**config.mk**
```make
export PLATFORM = sky130hd
export DESIGN_NAME = placement_cost_eval
export DESIGN_NICKNAME = d
export VERILOG_FILES = /design/src/rtl/placement_cost_eval.sv
export SDC_FILE = /design/constraint.sdc
export NUM_CORES = 1
export LEC_CHECK = 0
export BUFFER_PORTS_ARGS = -buffer_cell sky130_fd_sc_hd__buf_4
export CAP_MARGIN = 40
export CORE_MARGIN = 8
export CORE_UTILIZATION = 60
export CTS_CLUSTER_DIAMETER = 100
export DETAILED_ROUTE_END_ITERATION = 12
export GPL_ROUTABILITY_DRIVEN = 1
export PLACE_DENSITY = 0.82
export SLEW_MARGIN = 20
export SYNTH_ARGS = -nofsm -noshare
export SYNTH_HDL_FRONTEND = slang
export SYNTH_SLANG_ARGS = --single-unit
```
**constraint.sdc**
```tcl
create_clock -name clk -period 21.9 [get_ports clk]
set_input_delay 2.19 -clock clk [delete_from_list [all_inputs] [get_ports clk]]
set_output_delay 2.19 -clock clk [all_outputs]
set_load 0.01 [all_outputs]
```
**src/rtl/placement_cost_eval.sv**
```systemverilog
// Walks the edge list, fetches both endpoint positions per edge and accumulates
// Manhattan wirelength statistics; aborts on the first unplaced/off-grid endpoint.
module placement_cost_eval #(
   parameter int N      = 9,
   parameter int N_EDGE = 76
) (
   input  logic               clk,
   input  logic               reset,
   input  logic               start,
   output logic               busy,
   output logic               done,
   output logic               ea_re,
   output logic               eb_re,
   output logic        [31:0] ea_addr,
   output logic        [31:0] eb_addr,
   input  logic signed [31:0] ea_data,
   input  logic signed [31:0] eb_data,
   output logic               px_re,
   output logic               py_re,
   output logic        [31:0] px_addr,
   output logic        [31:0] py_addr,
   input  logic signed [31:0] px_data,
   input  logic signed [31:0] py_data,
   output logic signed [31:0] sum,
   output logic        [31:0] max_len,
   output logic        [31:0] long_cnt,
   output logic               err,
   output logic        [31:0] err_edge
);

   typedef enum logic [3:0] {
      S_IDLE,
      S_EDGE,
      S_EW,
      S_PA,
      S_PAW,
      S_PB,
      S_PBW,
      S_ACC,
      S_DONE
   } state_t;

   localparam logic signed [31:0] LP_CMAX = 32'(N - 1);
   localparam logic        [31:0] LP_LAST = 32'(N_EDGE - 1);

   state_t             r_state;
   logic        [31:0] r_i;
   logic signed [31:0] r_a;
   logic signed [31:0] r_b;
   logic signed [31:0] r_ax;
   logic signed [31:0] r_ay;
   logic signed [31:0] r_bx;
   logic signed [31:0] r_by;
   logic signed [31:0] r_sum;
   logic        [31:0] r_max_len;
   logic        [31:0] r_long_cnt;
   logic               r_err;
   logic        [31:0] r_err_edge;

   logic               w_pos_ok;
   logic signed [31:0] w_dx_raw;
   logic signed [31:0] w_dy_raw;
   logic signed [31:0] w_dx;
   logic signed [31:0] w_dy;
   logic signed [31:0] w_len_m1;
   logic signed [31:0] w_len;
   logic               w_len_nz;

   // Position read this cycle (PAW/PBW) must lie on the N x N grid; -1 marks unplaced.
   assign w_pos_ok = (px_data >= 32'sd0) && (px_data <= LP_CMAX) &&
                     (py_data >= 32'sd0) && (py_data <= LP_CMAX);

   assign w_dx_raw = r_ax - r_bx;
   assign w_dy_raw = r_ay - r_by;
   assign w_dx     = w_dx_raw[31] ? -w_dx_raw : w_dx_raw;
   assign w_dy     = w_dy_raw[31] ? -w_dy_raw : w_dy_raw;
   assign w_len_m1 = w_dx + w_dy - 32'sd1;
   assign w_len    = w_len_m1[31] ? '0 : w_len_m1;
   assign w_len_nz = (w_len != '0);

   always_ff @(posedge clk or posedge reset) begin
      if (reset) begin
         r_state    <= S_IDLE;
         r_i        <= '0;
         r_a        <= '0;
         r_b        <= '0;
         r_ax       <= '0;
         r_ay       <= '0;
         r_bx       <= '0;
         r_by       <= '0;
         r_sum      <= '0;
         r_max_len  <= '0;
         r_long_cnt <= '0;
         r_err      <= 1'b0;
         r_err_edge <= '0;
      end else begin
         case (r_state)
            S_IDLE: begin
               if (start) begin
                  r_sum      <= '0;
                  r_max_len  <= '0;
                  r_long_cnt <= '0;
                  r_err      <= 1'b0;
                  r_err_edge <= '0;
                  r_i        <= '0;
                  r_state    <= (N_EDGE == 0) ? S_DONE : S_EDGE;
               end
            end
            S_EDGE: r_state <= S_EW;
            S_EW: begin
               r_a     <= ea_data;
               r_b     <= eb_data;
               r_state <= S_PA;
            end
            S_PA: r_state <= S_PAW;
            S_PAW: begin
               r_ax <= px_data;
               r_ay <= py_data;
               if (!w_pos_ok) begin
                  r_err      <= 1'b1;
                  r_err_edge <= r_i;
                  r_state    <= S_DONE;
               end else begin
                  r_state <= S_PB;
               end
            end
            S_PB: r_state <= S_PBW;
            S_PBW: begin
               r_bx <= px_data;
               r_by <= py_data;
               if (!w_pos_ok) begin
                  r_err      <= 1'b1;
                  r_err_edge <= r_i;
                  r_state    <= S_DONE;
               end else begin
                  r_state <= S_ACC;
               end
            end
            S_ACC: begin
               r_sum      <= r_sum + w_len;
               r_max_len  <= ($unsigned(w_len) > r_max_len) ? $unsigned(w_len) : r_max_len;
               r_long_cnt <= r_long_cnt + {31'b0, w_len_nz};
               r_i        <= r_i + 32'd1;
               r_state    <= (r_i == LP_LAST) ? S_DONE : S_EDGE;
            end
            S_DONE:  r_state <= S_IDLE;
            default: r_state <= S_IDLE;
         endcase
      end
   end

   // Memory handshakes are pure state decodes so an async reset drops them instantly.
   always_comb begin
      ea_re   = 1'b0;
      eb_re   = 1'b0;
      ea_addr = '0;
      eb_addr = '0;
      px_re   = 1'b0;
      py_re   = 1'b0;
      px_addr = '0;
      py_addr = '0;
      case (r_state)
         S_EDGE: begin
            ea_re   = 1'b1;
            eb_re   = 1'b1;
            ea_addr = r_i;
            eb_addr = r_i;
         end
         S_PA: begin
            px_re   = 1'b1;
            py_re   = 1'b1;
            px_addr = r_a;
            py_addr = r_a;
         end
         S_PB: begin
            px_re   = 1'b1;
            py_re   = 1'b1;
            px_addr = r_b;
            py_addr = r_b;
         end
         default: ;
      endcase
   end

   assign busy     = (r_state != S_IDLE) && (r_state != S_DONE);
   assign done     = (r_state == S_DONE);
   assign sum      = r_sum;
   assign max_len  = r_max_len;
   assign long_cnt = r_long_cnt;
   assign err      = r_err;
   assign err_edge = r_err_edge;

endmodule

```
### Word level (Yosys, flattened, before mapping)

Cells that the tools add are included.

| cells by class | value |
|---|---|
| $lt $le $gt $ge | 5 |
| reduce and logical (&&, ||, !) cells | 14 |
| add/subtract/negate cells | 9 |
| muxes and demuxes | 23 |
| eq/ne operators | 13 |

Operator list:

| kind | count |
|---|---|
| one-hot mux 32 bit (2 select lines) | 6 |
| 2-to-1 mux 32 bit | 6 |
| adder 32 bit | 2 |
| greater-or-equal comparator 32 x 1 -> 1 bit (second input constant) | 2 |
| <= comparator 32 x 5 -> 1 bit (second input constant) | 2 |
| negation 32 bit | 2 |
| subtractor 32 bit | 2 |
| adder 32 x 1 -> 32 bit | 1 |
| adder 32 x 1 -> 32 bit (second input constant) | 1 |
| equality test 32 x 7 -> 1 bit (second input constant) | 1 |
| greater-than comparator 31 x 32 -> 1 bit | 1 |
| one-hot mux 4 bit (8 select lines) | 1 |
| nonzero test 32 bit | 1 |
| subtractor 32 x 2 -> 32 bit (second input constant) | 1 |
| 2-to-1 mux 31 bit | 1 |
| equality test 4 x 3 -> 1 bit (second input constant) | 4 |
| 2-to-1 mux 4 bit | 4 |
| equality test 4 x 2 -> 1 bit (second input constant) | 2 |
| != test 2 bit (second input constant) | 3 |
| AND reduction 3 bit | 2 |
| equality test 4 x 1 -> 1 bit (second input constant) | 1 |
| equality test 4 bit (second input constant) | 1 |
| logical AND 1 bit | 4 |
| logical NOT 4 bit | 1 |
| 7 further kinds | 12 |

| storage, ports and cells | value |
|---|---|
| word-level logic and storage cells | 77 |
| flip-flop bits (word level) | 357 |
| bits of input ports | 131 |
| output and inout port bits | 263 |

### Logic depth before layout (Yosys ltp)

| logic depth | value |
|---|---|
| depth in word-level cells | 9 |
| mapped depth | 48 |
| depth with buffers taken out | 47 |

### Worst setup path before layout

No wires, ideal clock.

| timing path | value |
|---|---|
| kind | reg2reg |
| from | reg r_ay[0] |
| to | reg r_sum[30], in the netlist sum[30] |
| path buffers | 2 |
| library setup time | 0.131 ns |
| period minus slack after synthesis | 9.871 ns |
| path slack | 12.029 ns |
| data required time | 21.769 ns |
| cell stages (with the launch flop) | 46 |
| arrival time | 9.739 ns |
| path through | dfrtp_1 inv_1 ha_1 inv_1 fa_1 a2111oi_1 o31ai_1 a221oi_1 xnor2_1 o221ai_1 a2111oi_1 nand3_1 nor2_1 inv_1 nor4_1 a21oi_1 xor2_1 ha_1 [... 10 more ...] xnor2_1 clkbuf_1 clkbuf_1 nand2_1 fa_1 nand2b_1 a21o_1 a21o_1 a21oi_1 nor2_1 o21ai_0 mux2i_1 nor3_2 o21ai_1 and4_1 nor3_1 o211ai_1 or3b_1 |

| on the way | value |
|---|---|
| longest elaborated chain between the ends | 8 |

Ends and longest elaborated chain:

| what | line | source |
|---|---|---|
| start, declared | 51 | `logic signed [31:0] r_ay;` |
| start signal, assigned | 118 | `r_ay <= py_data;` |
| subtractor 32 bit * | 74 | `assign w_dy_raw = r_ay - r_by;` |
| negation 32 bit | 76 | `assign w_dy = w_dy_raw[31] ? -w_dy_raw : w_dy_raw;` |
| 2-to-1 mux 32 bit * | 76 |  |
| adder 32 bit * | 77 | `assign w_len_m1 = w_dx + w_dy - 32'sd1;` |
| subtractor 32 x 2 -> 32 bit * | 77 |  |
| 2-to-1 mux 31 bit * | 78 | `assign w_len = w_len_m1[31] ? '0 : w_len_m1;` |
| adder 32 bit * | 140 | `r_sum <= r_sum + w_len;` |
| one-hot mux 32 bit (2 select lines) * | 97 | `case (r_state)` |
| end signal, assigned | 140 |  |
| end, declared | 54 | `logic signed [31:0] r_sum;` |

Every way passes the cells marked *; elsewhere a longest branch is shown, timed or not.
A chain may end at the register's enable or synchronous reset.

### Worst setup path in the final report

Ends and elaborated chain as after synthesis.

==> results.cfg <==
[drt]
detail-route-antenna-nets = 0
drtPass1Iterations = 5
totalWireLength_um = 74300
first_iter_violations = 1861
drc = 0
wl_per_cell_um = 20.05
num_vias = 22610
avgViaCountPerCell = 6.102

[timing]
fin_crit_sh_pct = 51.66
setup_tns_ns = 0
fin_skew_ns = 0.02103
rsz0062_at_grt = no
setup_viol = 0
hold_viol_final = 0
fin_hold_ws_ns = 0.4888
tightest_slew_ns = 0.8818
fmax_mhz = 88.39
maxSlewHeadroom_pct = 40.99
min_period_ns = 11.31
slew_violations = 0

[clocking]
post_cts_buffers = 0
cts.clk_slew.worst_paths_ns = 0.06
holdBufCountCts = 0
cts_buffers = 40
cts_root_buf = clkbuf_16
clkLatencyLatePin_ns = 0.58
clk_path_buf_depth = 3
postCtsResizedCells = 0
cts_tree = built
cts.sinks = 356
cts-htree-levels = 2

[worst_setup_path]
cpMaxStageDelayCell = nor4_1
cp_common_cell = inv_1
cpPeakStageDelay_ns = 0.71
path_max_fanout = 17
arrival_ns = 11.77
required_ns = 22.36
cp-start-kind = register
crit_type = register to register
worstSetupEndpointType = register

[logic_synthesis]
seq_area_frac_synth_pct = 35.37
synth_edf_count = 0
synth_top_cell_area_share_pct = 35.37
syn_nets = 3169
synth_area_leaders = dfrtp_1 (35%), ha_1 (9.3%), mux2_2 (5.9%)
ys_ff_latch = 356
netlist_area_sq_um = 25190
synth.distinct_cells = 80
ys_warn_count = 0
synth-async-reset-ratio_pct = 100.0
ys.flop_type = dfrtp_1
yosys-top-cells-count = dfrtp_1 (356), nand2_1 (260), inv_1 (232)
syn_inst = 2846
synth.most_common_cell = dfrtp_1
post-synth-top-area-cell = dfrtp_1
syn_avg_cell_area_sq_um = 8.850

[status]
outcome = completed

[global_routing]
grt_pass1_wl_um = 119700
grt_max_degree = 105
grt_overflow = 0
antenna_found_initial = 2
first_global_vias = 22180
grt_util_all_layers_pct = 29.32

[final_layout]
nets = 3458
drive_above_1_share_pct = 20.61
synthToLayoutAreaGrowth_pct = 18.14
fin_area_sq_um = 29750
fillers = 3202

[floorplan]
ioPinCount = 394
initial_core_util_pct = 60.45
die_h_um = 220.9
design.core.area_sq_um = 41670
die_w_um = 220.9
row_count = 75
die-area_sq_um = 48790

[placed_design]
gp_congestion = 0.9528
hpwl_um = 57210
io_buffers = 392
placedInstanceArea_sq_um = 28280

[job]
max_cap_violations = 0

[min_path]
hold_class = register to register
==> worst max-delay path, delay by kind of cell, from the launching register on <==
| family | cells | cell delay, ns |
|---|---|---|
| buffers and inverters | 7 | 0.72 |
| and+or+nand+nor | 14 | 2.92 |
| AOI/OAI and AO/OA | 15 | 3.90 |
| muxes | 1 | 0.27 |
| adders and majority gates | 6 | 1.81 |
| xor gates and xnor gates | 4 | 1.22 |
| DFF | 1 | 0.35 |
==> per-stage QoR <==
| step | utilization [%] | instances | worst slack [ns] |
|---|---|---|---|
| after floorplan | - | 2846 | 9.833 |
| after detailed placement | 67.89 | 3629 | 10.83 |
| after CTS | 71.24 | 3700 | 10.79 |
| final | 71.41 | 3705 | 10.59 |
| after global routing | 71.41 | 3705 | 9.740 |
| after global placement | 67.47 | 3621 | 11.25 |
==> path summary, 6_finish.rpt <==
path | from | end | slack, ns | cells after the start
worst min register to register | sum[31]$_DFFE_PP0P_ | sum[31]$_DFFE_PP0P_ | 0.49 | 1
min in group asynchronous | reset | sum[9]$_DFFE_PP0P_ | 1.58 | 2
max in group asynchronous | reset | r_a[9]$_DFFE_PP0P_ | 18.23 | 7
worst max-delay path | r_ay[0]$_DFFE_PP0N_ | sum[30]$_DFFE_PP0P_ | 10.59 | 47
worst max register to register | r_ay[0]$_DFFE_PP0N_ | sum[30]$_DFFE_PP0P_ | 10.59 | 47
worst min-delay path | sum[31]$_DFFE_PP0P_ | sum[31]$_DFFE_PP0P_ | 0.49 | 1
==> state kept, by name (all words and copies together), names as in the netlist <==
register  count
r_ax         32
r_ay         32
r_state       4
sum          32
err           1
r_bx         32
r_b          32
r_by         32
max_len      31
long_cnt     32
r_i          32
r_a          32
err_edge     32
==> cell usage in the layout, fill, tap and decap left out, types with 12 or more instances in the layout <==
cell       count
and3_1        32
nand4_1       51
ha_1         188
xnor2_1       84
nand3_1      129
o21ai_0      212
nor2_1       134
nor2b_1       21
and2_1        49
o21bai_1      16
mux2_2       131
o31ai_1       24
nor3_1        38
or3_1         30
a22o_1        65
a31oi_1       21
o21a_1        16
and4_1        12
mux2i_1       45
o211ai_1      23
clkbuf_16     41
inv_1        231
dfrtp_1      356
buf_4        411
xor2_1        58
or2_2         12
nor4_1        32
nand2_1      260
a211oi_1      15
nand2b_1      31
a21oi_1      150
a21o_1        59
==> cell type report <==
class / count / area, sq um / area share [%]
diodes: 2 / 5.005 / 0.01682
clock inverters: 14 / 212.7 / 0.7149
flip-flops and latches: 356 / 8909 / 29.94
clock buffers: 57 / 1186 / 3.986
multi-input cells: 2083 / 14560 / 48.95
well taps: 539 / 674.4 / 2.267
repair buffers: 422 / 3326 / 11.18
inverters: 232 / 878.3 / 2.952
==> logic make-up (layout without fill, tap and decap cells) <==
logic type / count (synthesis) / in the layout / synth area share, %
mux: 176 / 176 / 7.645
other cells: 1 / 3 / 0.01489
simple gates: 875 / 875 / 17.37
buf+inv: 407 / 725 / 7.129
fa+ha+maj: 192 / 192 / 9.657
xor+xnor: 146 / 146 / 5.166
compound gates: 693 / 693 / 17.65
flops: 356 / 356 / 35.37
==> routing by layer <==
layer | up-vias | part of all wire, % | GRT usage, %
met2 | 771 | 48 | 49.18
met3 | 145 | 5.8 | 4.523
met5 | - | 0 | 0
met4 | 0 | 3.7 | 11.08
li1 | 10660 | - | -
met1 | 11030 | 42 | 37.99
Power is left out: the tool's default activity adds up to more than one toggle a clock period on the data nets, which glitch-free logic cannot reach.
